--- src/rtl/cpu86_e8086_mem_ctrl.sv ---
// -----------------------------------------------------------------------------
// cpu86_e8086_mem_ctrl
//
// Request adapter and read-return buffer placed directly in front of the e8086
// memory model.
//   - CPU commands (valid/ready) are packed into a 64-bit memory request word
//     and held in a single register slice. No combinational path exists from
//     s_cmd_* to m_axis_req_*.
//   - The memory response channel has no backpressure. A credit counter
//     therefore limits the number of outstanding reads to the FIFO depth.
//   - Read data is buffered in a FIFO and returned in order on a valid/ready
//     channel.
//
// Request word layout:
//   [31:0]  write data (0 for reads)
//   [56:32] word address
//   [57]    write enable
//   [61:58] byte mask (0 for reads)
//   [63:62] 0
//
// Ports:
//   clk, reset                       clock and async active-high reset
//   s_cmd_t{valid,ready,we,addr,mask,data}   CPU command channel
//   m_axis_req_t{valid,ready,data}   packed request to memory
//   s_axis_res_t{valid,data}         memory read response (no ready)
//   m_rd_t{valid,ready,data}         read data returned to the CPU
//   err                              sticky protocol error; present only
//                                    with CPU86_MEM_CTRL_ERR_EN defined
//
// Optional feature macro: CPU86_MEM_CTRL_ERR_EN
// -----------------------------------------------------------------------------
module cpu86_e8086_mem_ctrl #(
    parameter int FIFO_DEPTH = 4,
    parameter int ADDR_W     = 25
) (
    input  logic              clk,
    input  logic              reset,
    input  logic              s_cmd_tvalid,
    output logic              s_cmd_tready,
    input  logic              s_cmd_twe,
    input  logic [ADDR_W-1:0] s_cmd_taddr,
    input  logic [3:0]        s_cmd_tmask,
    input  logic [31:0]       s_cmd_tdata,
    output logic              m_axis_req_tvalid,
    input  logic              m_axis_req_tready,
    output logic [63:0]       m_axis_req_tdata,
    input  logic              s_axis_res_tvalid,
    input  logic [31:0]       s_axis_res_tdata,
    output logic              m_rd_tvalid,
    input  logic              m_rd_tready,
    output logic [31:0]       m_rd_tdata
`ifdef CPU86_MEM_CTRL_ERR_EN
    ,
    output logic              err
`endif
);

    localparam int CW = $clog2(FIFO_DEPTH + 1);
    localparam int PW = $clog2(FIFO_DEPTH);
    localparam logic [CW-1:0] DEPTH_C = CW'(FIFO_DEPTH);

    logic              r_req_valid;
    logic [63:0]       r_req_data;
    logic [CW-1:0]     r_credits;
    logic [CW-1:0]     r_count;
    logic [PW-1:0]     r_wr_ptr;
    logic [PW-1:0]     r_rd_ptr;
    logic [31:0]       r_mem [FIFO_DEPTH];

    logic              w_stage_free;
    logic              w_cmd_ready;
    logic              w_cmd_acc;
    logic              w_rd_acc;
    logic              w_pop;
    logic              w_full;
    logic              w_push;
    logic [3:0]        w_mask;
    logic [31:0]       w_data;
    logic [63:0]       w_packed;

    // The slice can take a new word when it is empty or is being drained this cycle.
    assign w_stage_free = ~r_req_valid | m_axis_req_tready;
    assign w_cmd_ready  = w_stage_free & (s_cmd_twe | (r_credits < DEPTH_C));
    assign w_cmd_acc    = s_cmd_tvalid & w_cmd_ready;
    assign w_rd_acc     = w_cmd_acc & ~s_cmd_twe;

    assign w_pop  = (r_count != '0) & m_rd_tready;
    assign w_full = (r_count == DEPTH_C);
    // A push into a full FIFO is only legal when a pop frees a slot in the same cycle.
    // Otherwise the word is dropped rather than corrupting the head entry.
    assign w_push = s_axis_res_tvalid & (~w_full | w_pop);

    assign w_mask   = s_cmd_twe ? s_cmd_tmask : 4'h0;
    assign w_data   = s_cmd_twe ? s_cmd_tdata : 32'h0;
    assign w_packed = {2'b00, w_mask, s_cmd_twe, s_cmd_taddr, w_data};

    assign s_cmd_tready      = w_cmd_ready;
    assign m_axis_req_tvalid = r_req_valid;
    assign m_axis_req_tdata  = r_req_data;
    assign m_rd_tvalid       = (r_count != '0);
    assign m_rd_tdata        = r_mem[r_rd_ptr];

    always_ff @(posedge clk or posedge reset) begin
        if (reset) begin
            r_req_valid <= 1'b0;
        end else if (w_cmd_acc) begin
            r_req_valid <= 1'b1;
        end else if (m_axis_req_tready) begin
            r_req_valid <= 1'b0;
        end
    end

    always_ff @(posedge clk) begin
        if (w_cmd_acc) begin
            r_req_data <= w_packed;
        end
    end

    // Credits cover every read from acceptance until the CPU pops its data.
    always_ff @(posedge clk or posedge reset) begin
        if (reset) begin
            r_credits <= '0;
        end else begin
            case ({w_rd_acc, w_pop})
                2'b10:   r_credits <= r_credits + CW'(1);
                2'b01:   r_credits <= r_credits - CW'(1);
                default: r_credits <= r_credits;
            endcase
        end
    end

    always_ff @(posedge clk or posedge reset) begin
        if (reset) begin
            r_count  <= '0;
            r_wr_ptr <= '0;
            r_rd_ptr <= '0;
        end else begin
            case ({w_push, w_pop})
                2'b10:   r_count <= r_count + CW'(1);
                2'b01:   r_count <= r_count - CW'(1);
                default: r_count <= r_count;
            endcase
            if (w_push) begin
                r_wr_ptr <= r_wr_ptr + PW'(1);
            end
            if (w_pop) begin
                r_rd_ptr <= r_rd_ptr + PW'(1);
            end
        end
    end

    always_ff @(posedge clk) begin
        if (w_push) begin
            r_mem[r_wr_ptr] <= s_axis_res_tdata;
        end
    end

`ifdef CPU86_MEM_CTRL_ERR_EN
    logic r_err;

    // Credits equal to FIFO occupancy means no read is in flight, so any response is unsolicited.
    always_ff @(posedge clk or posedge reset) begin
        if (reset) begin
            r_err <= 1'b0;
        end else if (s_axis_res_tvalid &
                     ((r_credits == r_count) | (w_full & ~w_pop))) begin
            r_err <= 1'b1;
        end
    end

    assign err = r_err;
`endif

endmodule

--- config.mk ---
export PLATFORM = sky130hd
export DESIGN_NAME = cpu86_e8086_mem_ctrl
export DESIGN_NICKNAME = d
export VERILOG_FILES = /design/src/rtl/cpu86_e8086_mem_ctrl.sv
export SDC_FILE = /design/constraint.sdc
export NUM_CORES = 1
export LEC_CHECK = 0
export BUFFER_PORTS_ARGS = -buffer_cell sky130_fd_sc_hd__buf_4
export CAP_MARGIN = 20
export CORE_UTILIZATION = 41
export CTS_CLUSTER_SIZE = 20
export DETAILED_ROUTE_END_ITERATION = 8
export GPL_TIMING_DRIVEN = 0
export PLACE_DENSITY = 0.65
export SLEW_MARGIN = 25
export SYNTH_ARGS = -nofsm -noshare
export SYNTH_HDL_FRONTEND = slang
export SYNTH_SLANG_ARGS = --single-unit
--- constraint.sdc ---
create_clock -name clk -period 4.3 [get_ports clk]
set_input_delay 0.86 -clock clk [delete_from_list [all_inputs] [get_ports clk]]
set_output_delay 0.86 -clock clk [all_outputs]
set_load 0.02 [all_outputs]
# After elaboration in Yosys (flattened, before gate mapping)
# Memories as Yosys holds them, arrays and structs flattened.
# Index checks and enable logic that the tools add are counted.
# W data, S select, Z words.
[op_classes]
add_sub_neg = 6
order_cmp = 1
eq_ne = 5
n_mux = 6
bitwise_logic = 11
reduce_logical = 4
[op_table]
columns = ["cell", "n"]
rows = [
  ["$pmux W3 S2", 2],
  ["$add A3 B1 Y3 const B", 2],
  ["$reduce_bool A2 Y1", 3],
  ["$sub A3 B1 Y3 const B", 2],
  ["$and A1 B1 Y1", 5],
  ["$add A2 B1 Y2 const B", 2],
  ["$eq A2 B1 Y1 const B", 2],
  ["$eq A2 B2 Y1 const B", 2],
  ["$mux W1", 4],
  ["$eq A3 B3 Y1 const B", 1],
  ["$lt A3 B3 Y1 const B", 1],
  ["$not A1 Y1", 3],
  ["$or A1 B1 Y1", 3],
  ["$reduce_bool A3 Y1", 1],
]
[totals]
regBits = 73
mem_bits_rw = 128
output_inout_bits = 99
word_cells = 41
n_memories = 1
[mem_list]
columns = ["memory", "words", "word_bits", "rd", "rd_ports_with_merged_regs", "write_ports", "line", "rtl"]
rows = [
  ["r_mem", 4, 32, 1, 0, 1, "68", "logic [31:0] r_mem [FIFO_DEPTH];"],
]

# Logic depth before layout (Yosys ltp)
[depth]
ltp_word = 7
ltp_mapped = 9
depth_no_buf = 9

# Worst setup path before layout
# OpenSTA, ideal clock, no wires.
[synth_timing]
kind = "input to register"
startpoint = "input port m_axis_req_tready"
endpoint = "register r_req_data[0], in the netlist m_axis_req_tdata[0], enable pin"
setup_time_ns = 0.426
t_arrival_ns = 2.987
required_ns = 3.874
path_slack_ns = 0.887
stages = 3
path_buffers = 0
path_cell_list = "nand2b_1 a21boi_1 and2_1"
[synth_between]
elab_chain_len = 3
[synth_rtl]
columns = ["element", "line", "rtl"]
rows = [
  ["start: declaration", "45", "input logic m_axis_req_tready,"],
  ["$or A1 B1 Y1", "82", "assign w_stage_free = ~r_req_valid | m_axis_req_tready;"],
  ["$and A1 B1 Y1", "83", "assign w_cmd_ready = w_stage_free & (s_cmd_twe | (r_credits < DEPTH_C));"],
  ["via s_cmd_tready", "39", "output logic s_cmd_tready,"],
  ["$and A1 B1 Y1", "84", "assign w_cmd_acc = s_cmd_tvalid & w_cmd_ready;"],
  ["via w_cmd_acc", "72", "logic w_cmd_acc;"],
  ["end signal: assignment", "115", "r_req_data <= w_packed;"],
  ["end: declaration", "63", "logic [63:0] r_req_data;"],
]
# The timed path passes the listed nets, and every way through them passes these cells.
# A chain may end at the register's enable or synchronous reset.

# Worst setup path in the final report
[layout_timing]
startpoint = "register r_rd_ptr[1]"
endpoint = "output port m_rd_tdata[22]"
[layout_between]
elab_chain_len = 1
[layout_rtl]
columns = ["element", "line", "rtl"]
rows = [
  ["start: declaration", "67", "logic [PW-1:0] r_rd_ptr;"],
  ["start signal: assignment", "147", "r_rd_ptr <= r_rd_ptr + PW'(1);"],
  ["$mem_v2 Z4 W32", "-", ""],
  ["end: declaration", "51", "output logic [31:0] m_rd_tdata"],
]
# No other way between the ends.

==> key figures <==
Worst setup path
  • Top delay family on crit path: buffers and inverters
  • Worst path cell trace: clkbuf_1, buf_2, mux4_2, buf_4
  • WP data arrival: 2.03 ns
  • Setup CP Type: register to primary output
  • Worst Setup SP: r_rd_ptr[1]$_DFFE_PP0N_
  • CP startpoint kind: register
  • Max stage delay on crit path: 0.38 ns
  • R2r endpoint: r_credits[2]$_DFFE_PP0P_
  • Critical Path End: m_rd_tdata[22]
  • Crit-path max FO: 10
  • Worst EP required: 3.44 ns
  • Register-to-register setup slack: 2.30 ns
  • Total stage count of the critical path: 4
  • CP endpoint kind: primary output
  • WP buf/inv: 3
  • Reg2reg path depth: 8
  • R2R Path Start: r_count[2]$_DFFE_PP0P_
  • Critical Path Slowest Stage Cell: buf_2

Clock network
  • Worst-Skew Late Latency: 0.49 ns
  • Resize count post-CTS: 0
  • Num CTS Buffers: 21
  • Root cell of the clock tree: clkbuf_16
  • # hold bufs at CTS: 0
  • Reg clk slew, reported paths: 0.06 ns
  • CTS tree: done
  • H-tree Lvls: 1
  • Clock buffer depth: 3
  • Clock sink count: 201
  • Post-CTS setup buffers: 0

Finish
  • Commonest non-fill, non-tap cell in the layout: buf_4
  • Most frequent cells in the layout: buf_4, edfxtp_1, and2_1
  • Layout cell share with drive strength beyond 1: 48.7%
  • Fin area: 10,000 µm²
  • Nets@finish: 676
  • Fillcell total: 1,433
  • Final cell count without fillers: 812
  • Antenna Cells: 0
  • Final core utilization: 55.9%
  • P&R area growth vs syn: 33.8%

Yosys
  • Cell taking the most area after synthesis: edfxtp_1
  • Cell Area, Synth: 7480 µm²
  • Synth async-reset ratio: 5.47%
  • Synth top area share: 76.3%
  • Ys Warns: 0
  • Synth Instances: 346
  • Synth top area cells: edfxtp_1, mux4_2, dfrtp_1
  • Post-synth EDFFs: 190
  • Main synth FF type: edfxtp_1
  • Distinct cells, synth: 36
  • #FFs+latches synth: 201
  • Post-Syn Area per Cell: 21.6 µm²
  • Sequential area share after synthesis: 80.0%

Detailed routing
  • Total number of vias: 3,924
  • Routed length per instance: 18.7 µm
  • Drt initial violations: 145
  • Via density: 4.83
  • Final ANT Viol Nets: 0
  • Pre-antenna DRT Iters: 4
  • Post-route DRC: 0
  • Total Wirelength: 15.2 mm

GRT
  • Antenna violations before repair: 0
  • Gr usage total: 16.2%
  • Largest net degree at the start of global routing: 53
  • Grt total ovfl: 0
  • Vias in the first global route: 4,234
  • First-pass GRT wire length: 22.6 mm

STA
  • Final Hold Fails: 0
  • Clock Skew: 0.0145 ns
  • Final period utilization: 67.2%
  • RSZ-0062 raised after global routing: no
  • Post-route setup slack: 1.41 ns
  • # setup viols final: 0
  • Max Clock Freq: 346 MHz
  • WHS: 0.377 ns
  • Min Tclk post-route: 2.89 ns
  • Slew Limit Fails: 0
  • Setup TNS Final: 0 ns

Floorplan
  • Top-level port count: 199
  • Initial Util: 41.8%
  • Die area: 18,800 µm²
  • CORE AREA: 17,900 µm²
  • Die width: 137 µm
  • Die Ht: 137 µm
  • Rows: 49

Placed design
  • Post-placement cell area: 9350 µm²
  • PortBufs: 194
  • GP Congestion: 0.763
  • Dpl ws: 1.75 ns
  • DP Wirelength: 10.7 mm
  • Placed cells: 775

Power
  • Total chip power: 6.41 mW
  • NetSw: 1.91 mW
  • Switch share: 29.7%
  • Flop pwr share: 41.6%
  • Comb power frac: 31.5%
  • Leakage: 3.81 nW
  • Clock Power Share: 26.8%
  • Cell Pwr Density: 641 nW/µm²
  • Internal: 4.51 mW
  • Peak supply drop: 0.404 mV

Run status
  • Status: complete, no violations

Run
  • Max cap viols: 0

Min path
  • Tightest Hold Check Type: input pin to async pin
[cell usage after synthesis, types with 2 or more instances]
master    count
edfxtp_1    190
and2_1       41
mux4_2       32
inv_1        12
dfrtp_1      11
ha_1          5
nor2_1        5
buf_6         4
clkbuf_1      4
nand3_1       4
xnor2_1       4
xor2_1        4
buf_2         3
buf_4         3
fa_1          2
nand2b_1      2
[worst min path at each step]
stage | start | endpoint | slack, ns | cells past startpoint
6_report | reset | r_count[2]$_DFFE_PP0P_ | 0.38 | 2
5_1_grt | reset | r_count[2]$_DFFE_PP0P_ | 0.39 | 2
4_1_cts | reset | r_count[2]$_DFFE_PP0P_ | 0.37 | 2
3_5_place_dp | r_credits[0]$_DFFE_PP0P_ | r_credits[0]$_DFFE_PP0P_ | 0.46 | 1
3_3_place_gp | r_credits[0]$_DFFE_PP0P_ | r_credits[0]$_DFFE_PP0P_ | 0.45 | 1
2_1_floorplan | r_credits[0]$_DFFE_PP0P_ | r_credits[0]$_DFFE_PP0P_ | 0.44 | 1
[cell families after synthesis]
kind of cell    after synthesis  share of synthesized area, %
compound gates               10                          1.05
xor+xnor                      8                         0.937
fa+ha+maj                     7                          1.37
buf+inv                      27                          1.97
flops                       201                          80.0
mux                          34                          9.92
other cells                   1                        0.0502
simple gates                 58                          4.69
[state kept, by name (all words and copies together) (netlist names)]
| register | count |
|---|---|
| r_credits | 3 |
| m_axis_req_tdata | 62 |
| r_count | 3 |
| m_axis_req_tvalid | 1 |
| r_wr_ptr | 2 |
| r_rd_ptr | 2 |
| r_mem | 128 |
[layout make-up]
cell class | instances | area [µm²] | area share (%)
Buffer | 15 | 103 | 1.03
Clock buffer | 23 | 533 | 5.33
Clock inverter | 14 | 124 | 1.24
Inverter | 12 | 45.0 | 0.450
Multi-Input combinational cell | 119 | 1360 | 13.6
Sequential cell | 201 | 5980 | 59.8
Tap cell | 229 | 287 | 2.86
Timing Repair Buffer | 199 | 1570 | 15.7
[layer usage]
layer | wire length (µm) | global-route usage, %
met1 | 5650 | 18.4
met2 | 7680 | 28.2
met3 | 1570 | 6.11
met4 | 249 | 4.70
met5 | 0 | 0
[power by group through the flow]
| stage | clock (mW) | combinational [mW] | sequential (mW) |
|---|---|---|---|
| global route | 1.83 | 2.19 | 2.70 |
| global placement | 0 | 1.97 | 2.71 |
| detailed placement | 0 | 2.07 | 2.71 |
| floorplan | 0 | 1.14 | 2.79 |
| finish | 1.72 | 2.02 | 2.67 |
| CTS | 1.77 | 2.07 | 2.67 |
(Power assumes the default switching activity.)
